### src/rtl/dt_pkg.sv
// Shared definitions for the decision-tree classifier front end.
// Covers the tree-node word layout, node types, and Q16.16 arithmetic helpers.
package dt_pkg;

    localparam int NUM_FEATURES = 6;
    localparam int FRAC         = 16;
    localparam int DATA_W       = 32;
    localparam int DIFF_W       = 49;
    localparam int PROD_W       = 81;

    localparam int NODE_ID_LSB  = 56;
    localparam int NODE_ID_W    = 8;
    localparam int FEAT_ID_LSB  = 53;
    localparam int FEAT_ID_W    = 3;
    localparam int THRESH_LSB   = 26;
    localparam int THRESH_W     = 27;
    localparam int RIGHT_LSB    = 18;
    localparam int LEFT_LSB     = 10;
    localparam int TYPE_LSB     = 2;
    localparam int CHILD_W      = 8;
    localparam int TYPE_W       = 8;

    localparam logic [7:0] NODE_BENIGN   = 8'h00;
    localparam logic [7:0] NODE_ATTACK   = 8'h01;
    localparam logic [7:0] NODE_INTERNAL = 8'hFF;

    // Clamp a wide signed product to the signed 32-bit Q16.16 range.
    function automatic logic [DATA_W-1:0] sat_q16(input logic signed [PROD_W-1:0] v);
        logic [DATA_W-1:0] r;
        if ((&v[PROD_W-1:DATA_W-1]) || (~|v[PROD_W-1:DATA_W-1])) begin
            r = v[DATA_W-1:0];
        end else if (v[PROD_W-1]) begin
            r = 32'h8000_0000;
        end else begin
            r = 32'h7FFF_FFFF;
        end
        return r;
    endfunction

endpackage

### src/rtl/dt_scale_lane.sv
// One scaling lane: stage 1 subtracts the mean from the Q16.16 raw value.
// Stage 2 multiplies by the reciprocal std, rescales, saturates and holds the result.
module dt_scale_lane
    import dt_pkg::*;
#(
    parameter logic [DATA_W-1:0] MEAN    = 32'h0000_0000,
    parameter logic [DATA_W-1:0] INV_STD = 32'h0001_0000
) (
    input  logic              clk,
    input  logic              rst_n,
    input  logic              in_valid,
    input  logic [DATA_W-1:0] raw,
    input  logic              mid_valid,
    output logic [DATA_W-1:0] scaled
);

    logic signed [DIFF_W-1:0] diff_s;
    logic signed [DIFF_W-1:0] diff_r;
    logic signed [PROD_W-1:0] lhs_s;
    logic signed [PROD_W-1:0] rhs_s;
    logic signed [PROD_W-1:0] prod_s;
    logic signed [PROD_W-1:0] shifted_s;
    logic        [DATA_W-1:0] scaled_r;

    // The raw value is unsigned, so a zero MSB keeps it positive in the signed difference.
    assign diff_s = $signed({1'b0, raw, {FRAC{1'b0}}})
                  - $signed({{(DIFF_W-DATA_W){MEAN[DATA_W-1]}}, MEAN});

    assign lhs_s     = {{(PROD_W-DIFF_W){diff_r[DIFF_W-1]}}, diff_r};
    assign rhs_s     = {{(PROD_W-DATA_W){INV_STD[DATA_W-1]}}, INV_STD};
    assign prod_s    = lhs_s * rhs_s;
    assign shifted_s = prod_s >>> FRAC;

    // Stage 1: capture the mean-removed value.
    always_ff @(posedge clk or negedge rst_n) begin
        if (!rst_n) begin
            diff_r <= '0;
        end else if (in_valid) begin
            diff_r <= diff_s;
        end
    end

    // Stage 2: capture the saturated scaled value; it holds between completions.
    always_ff @(posedge clk or negedge rst_n) begin
        if (!rst_n) begin
            scaled_r <= '0;
        end else if (mid_valid) begin
            scaled_r <= sat_q16(shifted_s);
        end
    end

    assign scaled = scaled_r;

endmodule

### src/rtl/dt_feature_datapath.sv
// Front end of the CAN decision-tree classifier: feature scaling pipeline,
// tree-node field decoder, and registered feature selector.
module dt_feature_datapath
    import dt_pkg::*;
#(
    parameter logic [NUM_FEATURES*DATA_W-1:0] MEANS    = 192'h0,
    parameter logic [NUM_FEATURES*DATA_W-1:0] INV_STDS = {6{32'h0001_0000}}
) (
    input  logic        clk,
    input  logic        rst_n,
    input  logic        scale_valid_in,
    input  logic [10:0] arb_id_dec,
    input  logic [3:0]  data_length,
    input  logic [7:0]  first_byte,
    input  logic [7:0]  last_byte,
    input  logic [10:0] byte_sum,
    input  logic [31:0] time_delta,
    output logic        scale_valid_out,
    output logic [31:0] feature_0_scaled,
    output logic [31:0] feature_1_scaled,
    output logic [31:0] feature_2_scaled,
    output logic [31:0] feature_3_scaled,
    output logic [31:0] feature_4_scaled,
    output logic [31:0] feature_5_scaled,
    input  logic [63:0] node_data,
    output logic [7:0]  node_id,
    output logic [2:0]  feature_id,
    output logic [26:0] threshold,
    output logic [7:0]  right_child,
    output logic [7:0]  left_child,
    output logic [7:0]  node_type,
    output logic        is_leaf,
    input  logic        sel_valid_in,
    output logic [31:0] selected_feature,
    output logic        sel_valid_out,
    output logic        sel_error
);

    logic [DATA_W-1:0] raw_s  [NUM_FEATURES];
    logic [DATA_W-1:0] feat_s [NUM_FEATURES];
    logic              stage1_valid_r;
    logic              stage2_valid_r;
    logic [DATA_W-1:0] sel_feat_s;
    logic              sel_err_s;
    logic [DATA_W-1:0] selected_r;
    logic              sel_error_r;
    logic              sel_valid_r;
    logic              unused_reserved_s;

    assign node_id     = node_data[NODE_ID_LSB +: NODE_ID_W];
    assign feature_id  = node_data[FEAT_ID_LSB +: FEAT_ID_W];
    assign threshold   = node_data[THRESH_LSB  +: THRESH_W];
    assign right_child = node_data[RIGHT_LSB   +: CHILD_W];
    assign left_child  = node_data[LEFT_LSB    +: CHILD_W];
    assign node_type   = node_data[TYPE_LSB    +: TYPE_W];
    assign is_leaf     = (node_type != NODE_INTERNAL);
    assign unused_reserved_s = ^node_data[1:0];

    assign raw_s[0] = {21'd0, arb_id_dec};
    assign raw_s[1] = {28'd0, data_length};
    assign raw_s[2] = {24'd0, first_byte};
    assign raw_s[3] = {24'd0, last_byte};
    assign raw_s[4] = {21'd0, byte_sum};
    assign raw_s[5] = time_delta;

    for (genvar g = 0; g < NUM_FEATURES; g++) begin : g_lane
        dt_scale_lane #(
            .MEAN    (MEANS[g*DATA_W +: DATA_W]),
            .INV_STD (INV_STDS[g*DATA_W +: DATA_W])
        ) u_lane (
            .clk       (clk),
            .rst_n     (rst_n),
            .in_valid  (scale_valid_in),
            .raw       (raw_s[g]),
            .mid_valid (stage1_valid_r),
            .scaled    (feat_s[g])
        );
    end

    // Valid pipeline shadowing the two lane stages.
    always_ff @(posedge clk or negedge rst_n) begin
        if (!rst_n) begin
            stage1_valid_r <= 1'b0;
            stage2_valid_r <= 1'b0;
        end else begin
            stage1_valid_r <= scale_valid_in;
            stage2_valid_r <= stage1_valid_r;
        end
    end

    // Feature mux; ids 6 and 7 do not address a feature and flag an error.
    always_comb begin
        sel_feat_s = '0;
        sel_err_s  = 1'b0;
        case (feature_id)
            3'd0:    sel_feat_s = feat_s[0];
            3'd1:    sel_feat_s = feat_s[1];
            3'd2:    sel_feat_s = feat_s[2];
            3'd3:    sel_feat_s = feat_s[3];
            3'd4:    sel_feat_s = feat_s[4];
            3'd5:    sel_feat_s = feat_s[5];
            default: begin
                sel_feat_s = '0;
                sel_err_s  = 1'b1;
            end
        endcase
    end

    // Selection register; reads the feature registers before any same-cycle update.
    always_ff @(posedge clk or negedge rst_n) begin
        if (!rst_n) begin
            selected_r  <= '0;
            sel_error_r <= 1'b0;
            sel_valid_r <= 1'b0;
        end else begin
            sel_valid_r <= sel_valid_in;
            if (sel_valid_in) begin
                selected_r  <= sel_feat_s;
                sel_error_r <= sel_err_s;
            end
        end
    end

    assign scale_valid_out  = stage2_valid_r;
    assign feature_0_scaled = feat_s[0];
    assign feature_1_scaled = feat_s[1];
    assign feature_2_scaled = feat_s[2];
    assign feature_3_scaled = feat_s[3];
    assign feature_4_scaled = feat_s[4];
    assign feature_5_scaled = feat_s[5];
    assign selected_feature = selected_r;
    assign sel_valid_out    = sel_valid_r;
    assign sel_error        = sel_error_r;

endmodule

### config.mk
export PLATFORM = sky130hd
export DESIGN_NAME = dt_feature_datapath
export DESIGN_NICKNAME = d
export VERILOG_FILES = /design/src/rtl/dt_pkg.sv /design/src/rtl/dt_scale_lane.sv /design/src/rtl/dt_feature_datapath.sv
export SDC_FILE = /design/constraint.sdc
export NUM_CORES = 1
export LEC_CHECK = 0
export CORE_AREA = 3 3 167 169
export CTS_BUF_LIST = sky130_fd_sc_hd__clkbuf_8
export CTS_CLUSTER_SIZE = 12
export DETAILED_ROUTE_END_ITERATION = 6
export DIE_AREA = 0 0 170 172
export GPL_TIMING_DRIVEN = 0
export SYNTH_ARGS = -nofsm -noshare
export SYNTH_HDL_FRONTEND = slang
export SYNTH_SLANG_ARGS = --single-unit
export TNS_END_PERCENT = 20
### constraint.sdc
create_clock -name clk -period 1.95 [get_ports clk]
set_input_delay 0.2925 -clock clk [delete_from_list [all_inputs] [get_ports clk]]
set_output_delay 0.2925 -clock clk [all_outputs]
set_load 0.005 [all_outputs]
==> results of run 1 <==
[layer usage]
| metal | part of all wire, % | GRT usage [%] |
|---|---|---|
| met1 | 39 | 17.7 |
| met2 | 52 | 27.2 |
| met5 | 0 | 0 |
| met4 | 1.0 | 3.28 |
| met3 | 8.5 | 5.33 |
[worst max-delay path, delay by kind of cell (launching register included)]
| kind | cells | cell delay, ns |
|---|---|---|
| buffers and inverters | 3 | 0.75 |
| flip-flops | 1 | 0.40 |
[per-stage QoR]
step	setup TNS (ns)	cell area, um^2	util [%]	std cells	worst slack (ns)
after floorplan	0	8290	-	756	0.545
final	0	11800	44.1	1392	0.0601
after detailed placement	-3.72	11300	42.4	1356	-0.327
after global placement	-915.86	11300	42.3	1355	-5.94
after CTS	0	11800	44.1	1392	0.0308
after global routing	-0.00155	11800	44.1	1392	-0.00155
[synth_stat cells (all sizes together) (3+ instances only)]
cell type    n
nand3b       4
and4b        4
nor4bb       3
nor4         3
nand2       10
o32a        15
mux2       129
dfrtp      154
clkbuf       9
o2111ai      4
inv         15
o221ai       3
a22oi        6
o21ai        9
mux2i        5
nor2b        4
nand2b       3
nor2         7
o22ai        5
buf        229
[report_power, final]
part | switching, W | leakage (nW) | internal, W
sequential | 0.000228 | 1.78 | 0.00351
clock | 0.00131 | 0.230 | 0.00147
combinational | 0.000628 | 3.38 | 0.00117
total | 0.00216 | 5.39 | 0.00615
[state kept, by name, indices dropped and copies added (netlist names)]
register / count
selected_feature: 17
g_lane.u_lane.scaled: 59
g_lane.u_lane.diff_r: 74
stage1_valid_r: 1
scale_valid_out: 1
sel_valid_out: 1
sel_error: 1
[area by class of cell]
type                            instances  share of cell area [%]
Inverter                               15                   0.478
Timing Repair Buffer                  263                    22.1
Sequential cell                       154                    32.8
Tap cell                              341                    3.62
Clock buffer                           18                    2.10
Clock inverter                         14                    1.75
Buffer                                238                    14.5
Multi-Input combinational cell        349                    22.6
[repair_timing]
action	CTS	global route
gates resized for setup	19	4
endpoints found under the setup margin	33	5
setup buffers	3	0
endpoints found under the hold margin	82	0
hold buffers	1	0
[cells by family (layout without fill, tap and decap cells)]
| family | after synthesis | after routing | share of synthesized area [%] |
|---|---|---|---|
| buffers and inverters | 253 | 548 | 22.5 |
| DFF | 154 | 154 | 49.1 |
| muxes | 134 | 134 | 19.1 |
| AOI/OAI and AO/OA | 50 | 50 | 5.23 |
| and+or+nand+nor | 47 | 47 | 3.95 |
| other | 1 | 118 | 0.0478 |
[worst max path at each step]
stage | startpoint | to | slack (ns) | cells past startpoint
final | selected_feature[15] | selected_feature[5] | 0.06 | 3
after global routing | selected_feature[15] | selected_feature[6] | -0.002 | 3
after CTS | selected_feature[15] | selected_feature[6] | 0.03 | 3
after detailed placement | sel_valid_in | selected_feature[29] | -0.33 | 4
after global placement | rst_n | g_lane[0].u_lane.scaled[25] | -5.94 | 1
after floorplan | g_lane[5].u_lane.diff_r[32] | g_lane[5].u_lane.scaled[16] | 0.54 | 4
==> reports/qor.yml, run 1 <==
status:
  status: "completed"
worst_hold_path:
  holdCritPathClass: "in -> reg"
  holdPathEnd: "stage1_valid_r"
  hp-start: "scale_valid_in"
  hold_depth: 1
worst_setup_path:
  start_kind: "flop"
  path_common_cell: "buf_4"
  required_ns: 1.66
  critPathSlowestCell: "clkdlybuf4s50_1"
  setup.worst_path.class: "reg -> out"
  reg2reg_depth: 4
  r2r_setup_slack_ns: 0.26
  critical-path-max-stage-delay_ns: 0.45
  reg2reg_to: "g_lane[5].u_lane.scaled[29]"
  crit_arrival_ns: 1.60
  crit_chain: "buf_4 > buf_4 > clkdlybuf4s50_1"
  worstSetupEndpointType: "output pin"
  crit_fanout: 8
  worstReg2RegStart: "g_lane[5].u_lane.diff_r[39]"
die:
  row_count: 60
  dieArea_um2: 29200
  ios: 432
  start_util_pct: 29.4
  die_x_um: 170
  die_y_um: 172
  core_um2: 26700
sta:
  hold_viol: 0
  fin_skew_ns: 0.0143
  whs_ns: 0.329
  max_freq_mhz: 529
  finalSetupViolCount: 0
  timing.slew.headroom_pct: 49.8
  rsz0062_at_grt: "true"
  min_period_ns: 1.89
  drv_slew: 0
  tightest_slew_ns: 0.752
  period_share_pct: 96.9
cells_and_area:
  regArea_um2: 3860
  final_common_cell: "clkdlybuf4s50_1"
  final_cell_mix: "237 x clkdlybuf4s50_1, 231 x buf_4, 152 x dfrtp_1, 129 x mux2_2, 118 x conb_1"
  fillers: 2577
  layout.nets: 1180
  n_antenna_cell: 0
  area_delta_synth_final_pct: 50.1
  multi_input_area_um2: 2670
  layout-drive-gt1-share_pct: 40.7
grt:
  grt_antenna_before_repair: 0
  grt_util_all_layers_pct: 15.2
  grt_pass1_vias: 5494
  grt_max_degree: 84
  grt_pass1_wl_um: 33700
  overflow: 0
placement:
  gp_congestion: 0.760
  io_buffers: 258
  hpwl_um: 18700
drt:
  first_pass_iters: 4
  wl_um: 23500
  num_vias: 5570
  avgViaCountPerCell: 4.00
  postRouteAntennaNets: 0
  wire_per_inst_um: 16.9
  drc: 0
  drtIter0Drc: 175
synthesis:
  synth_top_area_share_pct: 49.1
  async_flop_share_pct: 100
  yosys-top-cells-area: "dfrtp_1 49%, buf_4 20%, mux2_2 19%"
  yosys.area.top_type: "dfrtp_1"
  ys_ff_latch: 154
  syn_area_per_cell_um2: 12.3
  syn-instance-count: 639
  synth_area_um2: 7850
  yosysUniqueCellTypes: 38
  ys.flop_type: "dfrtp_1"
  ys_seq_area_share_pct: 49.1
  yosys_warnings: 0
  synth_edf_count: 0
cts:
  cts_tree: "yes"
  cts-root-buf: "clkbuf_8"
  insertion_delay_ns: 0.46
  cts_buffer_depth: 2
  htree_num_levels: 4
  cts_buffers: 17
  clkTransAtPathRegs_ns: 0.09
  clock-sinks: 154
power_and_ir_drop:
  power_w: 0.00832
  p_per_area_nw_per_um2: 706
  irDropWorstVdd_v: 0.000392
  power_leakage_nw: 5.39
flow_run:
  max_cap_violations: 0
No activity file was read; power rests on OpenSTA's default activity.
==> run 2: changes to the inputs <==
- CELL_PAD_IN_SITES_DETAIL_PLACEMENT: not set -> 0
- CELL_PAD_IN_SITES_GLOBAL_PLACEMENT: not set -> 1
- CORE_AREA: 3 3 167 169 -> not set
- CORE_MARGIN: not set -> 3
- CORE_UTILIZATION: not set -> 30
- DIE_AREA: 0 0 170 172 -> not set
- PLACE_DENSITY_LB_ADDON: not set -> 0.1
==> run 2 against run 1 <==
- total power rose by 1.5%
- non-clock buffer count up 1
- sequential cell count unchanged
- wire length increased by 3.7%
- clock skew down 0.0022 ns
- clock power grew 5%
- sequential power hardly changed
- utilization increased by 2.4 points
- hold slack gained 0.0034 ns
- critical path depth stayed put
- register-to-register slack lost 0.02 ns
- sequential share of layout area down 0.21 points
==> reports/qor.yml, run 2 (same netlist as run 1, synthesis figures left out) <==
sta:
  fin_skew_ns: 0.0121  # was 0.0143 ns
  finalSetupViolCount: 0  # unchanged
  tightest_slew_ns: 0.770  # was 0.752 ns
  min_period_ns: 1.89  # about the same
  timing.slew.headroom_pct: 48.7  # was 49.8%
  hold_viol: 0  # unchanged
  whs_ns: 0.332  # was 0.329 ns
  period_share_pct: 97.1  # was 96.9%
  drv_slew: 0  # unchanged
  max_freq_mhz: 528  # was 529 MHz
drt:
  num_vias: 5495  # was 5570
  avgViaCountPerCell: 3.97  # was 4.00
  wl_um: 24400  # was 23500 um
  postRouteAntennaNets: 0  # unchanged
  drtIter0Drc: 170  # was 175
  wire_per_inst_um: 17.6  # was 16.9 um
  first_pass_iters: 5  # was 4
  drc: 0  # unchanged
cts:
  cts_tree: "yes"  # unchanged
  clkTransAtPathRegs_ns: 0.09  # about the same
  cts-root-buf: "clkbuf_8"  # unchanged
  htree_num_levels: 4  # unchanged
  cts_buffers: 17  # unchanged
  cts_buffer_depth: 2  # unchanged
  insertion_delay_ns: 0.45  # was 0.46 ns
  clock-sinks: 154  # unchanged
worst_hold_path:
  holdCritPathClass: "in -> reg"  # unchanged
grt:
  overflow: 0  # unchanged
  grt_util_all_layers_pct: 16.6  # was 15.2%
  grt_pass1_vias: 5455  # was 5494
  grt_antenna_before_repair: 1  # was 0
  grt_max_degree: 88  # was 84
  grt_pass1_wl_um: 35600  # was 33700 um
die:
  die_x_um: 168  # was 170 um
  dieArea_um2: 28100  # was 29200 um^2
  start_util_pct: 30.8  # was 29.4%
  ios: 432  # unchanged
  row_count: 58  # was 60
  core_um2: 25500  # was 26700 um^2
  die_y_um: 168  # was 172 um
power_and_ir_drop:
  power_w: 0.00844  # was 0.00832 W
  power_leakage_nw: 5.38  # was 5.39 nW
  irDropWorstVdd_v: 0.000387  # was 0.000392 V
  p_per_area_nw_per_um2: 713  # was 706 nW/um^2
worst_setup_path:
  required_ns: 1.66  # about the same
  crit_chain: "buf_4 > buf_4 > clkdlybuf4s50_1"  # unchanged
  critPathSlowestCell: "clkdlybuf4s50_1"  # unchanged
  critical-path-max-stage-delay_ns: 0.45  # about the same
  crit_fanout: 9  # was 8
  setup.worst_path.class: "reg -> out"  # unchanged
  path_buf_inv: 3  # unchanged
  crit_family: "buffers and inverters"  # unchanged
  worstSetupEndpointType: "output pin"  # unchanged
  path_common_cell: "buf_4"  # unchanged
  r2r_setup_slack_ns: 0.24  # was 0.26 ns
  crit_arrival_ns: 1.60  # about the same
  start_kind: "flop"  # unchanged
cells_and_area:
  largest_reg_flops: 74  # unchanged
  layout-drive-gt1-share_pct: 39.9  # was 40.7%
  fin_cells: 1383  # was 1392
  layout.nets: 1181  # was 1180
  top_register: "g_lane.u_lane.diff_r"  # unchanged
  final_common_cell: "clkdlybuf4s50_1"  # unchanged
  area_delta_synth_final_pct: 50.9  # was 50.1%
  fin_area_um2: 11800  # about the same
  final_cell_mix: "244 x clkdlybuf4s50_1, 221 x buf_4, 152 x dfrtp_1, 129 x mux2_2, 118 x conb_1"  # was 237 x clkdlybuf4s50_1, 231 x buf_4, 152 x dfrtp_1, 129 x mux2_2, 118 x conb_1
placement:
  hpwl_um: 19500  # was 18700 um
  io_buffers: 258  # unchanged
  placed_cells: 1345  # was 1356
  placed_area_um2: 11300  # about the same
  gp_congestion: 0.771  # was 0.760
status:
  status: "completed"  # unchanged
flow_run:
  max_cap_violations: 0  # unchanged
[run 2: routing by layer]
layer	GRT usage (%)	vias to the layer above	part of all wire (%)
li1	-	2674	-
met1	19.6	2589	39
met2	29.7	214	52
met3	5.38	16	7.2
met4	3.49	2	1.1
met5	0	-	0.053
[run 2: area by class of cell]
| cell class | count | area [um^2] |
|---|---|---|
| Multi-Input combinational cell | 349 | 2670 |
| Sequential cell | 154 | 3860 |
| Clock buffer | 20 | 275 |
| Clock inverter | 12 | 209 |
| Tap cell | 330 | 413 |
| Buffer | 238 | 1710 |
| Antenna cell | 1 | 2.50 |
| Fill cell | 2435 | 13600 |
| Timing Repair Buffer | 264 | 2660 |
| Inverter | 15 | 56.3 |
[run 2: power by group]
part	internal, W	total [W]	switching [W]
Sequential	0.00351	0.00373	0.000216
Clock	0.00164	0.00290	0.00126
Combinational	0.00118	0.00181	0.000635
Total	0.00633	0.00844	0.00211
[run 2: per-stage QoR]
| step | utilization, % | worst slack (ns) | setup TNS [ns] |
|---|---|---|---|
| 6_report | 46.5 | 0.0557 | 0 |
| 5_1_grt | 46.5 | -0.00933 | -0.0123 |
| 4_1_cts | 46.5 | -0.0656 | -0.641 |
| 3_5_place_dp | 44.4 | -0.422 | -4.87 |
| 3_3_place_gp | 44.3 | -6.04 | -931.80 |
| 2_1_floorplan | - | 0.545 | 0 |
[run 2: what timing repair did]
action,in CTS,in global routing
resized for setup,4,14
hold buffers,1,0
buffers inserted,2,2
endpoints found under the setup margin,33,28
endpoints found under the hold margin,67,0
[run 2: final timing paths]
kind                                        startpoint                     endpoint  cells past startpoint
hold reg to reg                         stage1_valid_r              scale_valid_out                      0
hold / removal                          scale_valid_in               stage1_valid_r                      1
min in group asynchronous                        rst_n  g_lane[5].u_lane.diff_r[36]                      2
setup / recovery           g_lane[5].u_lane.scaled[15]         feature_5_scaled[11]                      3
setup reg to reg           g_lane[5].u_lane.diff_r[43]  g_lane[5].u_lane.scaled[18]                      4
max in group asynchronous                        rst_n         selected_feature[21]                      3
==> run 3: changes to the inputs <==
- clock period: 1.95 -> 1.8 ns (I/O delays scaled with it)
==> run 3 against run 2 <==
- cell count unchanged
- cell area down 0.13%
- utilization down 0.059 points
- combinational power up 8%
- total power up 8.3%
- die area unchanged
- via count up 0.49%
- clock power up 8.6%
==> reports/qor.yml, run 3 (same netlist as run 1, synthesis figures left out) <==
drt:
  wire_per_inst_um: 17.6  # about the same
  postRouteAntennaNets: 0  # unchanged
  drc: 0  # unchanged
  avgViaCountPerCell: 3.99  # was 3.97
  wl_um: 24400  # about the same
  first_pass_iters: 4  # was 5
  num_vias: 5522  # was 5495
  drtIter0Drc: 138  # was 170
cells_and_area:
  final_cell_mix: "234 x buf_4, 222 x clkdlybuf4s50_1, 150 x dfrtp_1, 129 x mux2_2, 118 x conb_1"  # was 244 x clkdlybuf4s50_1, 221 x buf_4, 152 x dfrtp_1, 129 x mux2_2, 118 x conb_1
  top_register: "g_lane.u_lane.diff_r"  # unchanged
  n_antenna_cell: 0  # was 1
  fin_cells: 1383  # unchanged
  final_common_cell: "buf_4"  # was clkdlybuf4s50_1
  layout-drive-gt1-share_pct: 41.7  # was 39.9%
  largest_reg_flops: 74  # unchanged
  area_delta_synth_final_pct: 50.8  # was 50.9%
  layout.nets: 1182  # was 1181
grt:
  grt_pass1_wl_um: 35800  # was 35600 um
  grt_util_all_layers_pct: 16.7  # was 16.6%
  grt_max_degree: 88  # unchanged
  grt_pass1_vias: 5473  # was 5455
  overflow: 0  # unchanged
  grtUsageMet1_pct: 19.8  # was 19.6%
  met2_usage_pct: 29.7  # unchanged
  top_usage_layer: "met2"  # unchanged
  use_met3_pct: 5.45  # was 5.38%
  grt_antenna_before_repair: 1  # unchanged
die:
  core_um2: 25500  # unchanged
  die_y_um: 168  # unchanged
  dieArea_um2: 28100  # unchanged
  die_x_um: 168  # unchanged
  start_util_pct: 30.8  # unchanged
  row_count: 58  # unchanged
  ios: 432  # unchanged
cts:
  cts_tree: "yes"  # unchanged
  clock-sinks: 154  # unchanged
  htree_num_levels: 4  # unchanged
  cts_buffers: 17  # unchanged
  insertion_delay_ns: 0.45  # about the same
  cts-root-buf: "clkbuf_8"  # unchanged
  cts_buffer_depth: 2  # unchanged
  clkTransAtPathRegs_ns: 0.08  # was 0.09 ns
sta:
  fin_skew_ns: 0.0111  # was 0.0121 ns
  hold_viol: 0  # unchanged
  tightest_slew_ns: 0.768  # was 0.770 ns
  rsz0062_at_grt: "false"
  finalSetupViolCount: 0  # unchanged
  period_share_pct: 96.2
  timing.slew.headroom_pct: 48.8  # was 48.7%
  drv_slew: 0  # unchanged
  setup_slack_ns: 0.0692  # was 0.0557 ns
  max_freq_mhz: 578
  min_period_ns: 1.73
worst_setup_path:
  critical-path-max-stage-delay_ns: 0.59  # was 0.45 ns
  critPathSlowestCell: "clkdlybuf4s50_1"  # unchanged
  crit_family: "buffers and inverters"  # unchanged
  worst-path-stages: 1  # was 3
  required_ns: 1.53  # was 1.66 ns
  worstSetupEndpointType: "output pin"  # unchanged
  crit_arrival_ns: 1.46  # was 1.60 ns
  start_kind: "flop"  # unchanged
  path_buf_inv: 1  # was 3
  crit_fanout: 3  # was 9
  reg2reg_depth: 4  # unchanged
  setup.worst_path.class: "reg -> out"  # unchanged
  crit_chain: "clkdlybuf4s50_1"  # was buf_4 > buf_4 > clkdlybuf4s50_1
power_and_ir_drop:
  p_per_area_nw_per_um2: 773  # was 713 nW/um^2
  power_leakage_nw: 5.45  # was 5.38 nW
  clkPwrFrac_pct: 34.4  # about the same
  comb_power_share_pct: 21.3  # was 21.4%
  irDropWorstVdd_v: 0.000422  # was 0.000387 V
  pwr-share-seq_pct: 44.2  # about the same
  cellInternalPower_w: 0.00685  # was 0.00633 W
  netSwitchingPower_w: 0.00229  # was 0.00211 W
  switching_share_pct: 25.1  # was 25.0%
placement:
  io_buffers: 258  # unchanged
  hpwl_um: 19500  # unchanged
  dp_slack_ns: -0.550  # was -0.422 ns
  placed_cells: 1345  # unchanged
  gp_congestion: 0.771  # unchanged
worst_hold_path:
  hold_depth: 1  # unchanged
  holdCritPathClass: "in -> reg"  # unchanged
flow_run:
  max_cap_violations: 0  # unchanged
status:
  status: "completed"  # unchanged
-- run 3: area by class of cell --
type,count,area [um^2]
multi-input combinational,349,2680
sequential,154,3860
clock buffer,20,275
inverter,15,56.3
timing repair buffer,265,2630
fill,2445,13600
buffer,238,1710
tap,330,413
clock inverter,12,209
-- run 3: power by group through the flow --
stage / registers [W] / logic, W / clock network (W)
floorplan: 0.00406 / 0.000925 / 0
global placement: 0.00412 / 0.00195 / 0
detailed placement: 0.00412 / 0.00197 / 0
CTS: 0.00405 / 0.00197 / 0.00324
global route: 0.00410 / 0.00212 / 0.00339
finish: 0.00404 / 0.00195 / 0.00315
-- run 3: worst paths after layout --
path | startpoint | to | slack (ns)
max | g_lane[5].u_lane.scaled[23] | feature_5_scaled[23] | 0.07
min | scale_valid_in | stage1_valid_r | 0.31
max reg2reg | g_lane[5].u_lane.diff_r[43] | g_lane[5].u_lane.scaled[18] | 0.13
min reg2reg | stage1_valid_r | scale_valid_out | 0.38
max in group asynchronous | rst_n | selected_feature[21] | 0.60
min in group asynchronous | rst_n | g_lane[5].u_lane.diff_r[36] | 0.35
-- run 3: metrics by stage --
stage	utilization (%)	TNS, ns	cell area, um^2	total power (W)	hold slack (ns)
floorplan	-	0	8290	0.00499	-0.0256
global placement	44.3	-959.03	11300	0.00607	0.357
detailed placement	44.4	-11.15	11300	0.00609	0.262
finish	46.5	0	11800	0.00915	0.307
global route	46.5	0	11800	0.00961	0.285
CTS	46.4	-0.0934	11800	0.00927	0.273
-- run 3: layer usage --
metal | wire (um) | part of all wire (%)
met3 | 1730 | 7.1
met5 | 13 | 0.053
met1 | 9580 | 39
met4 | 257 | 1.1
met2 | 12800 | 53
-- run 3: what timing repair did --
item | in CTS | in global routing
hold buffers | 1 | 0
hold endpoints to repair | 67 | 0
gates cloned | 0 | 0
setup endpoints to repair | 47 | 14
resized for setup | 40 | 8
setup buffers | 4 | 1
pin swaps | 0 | 1
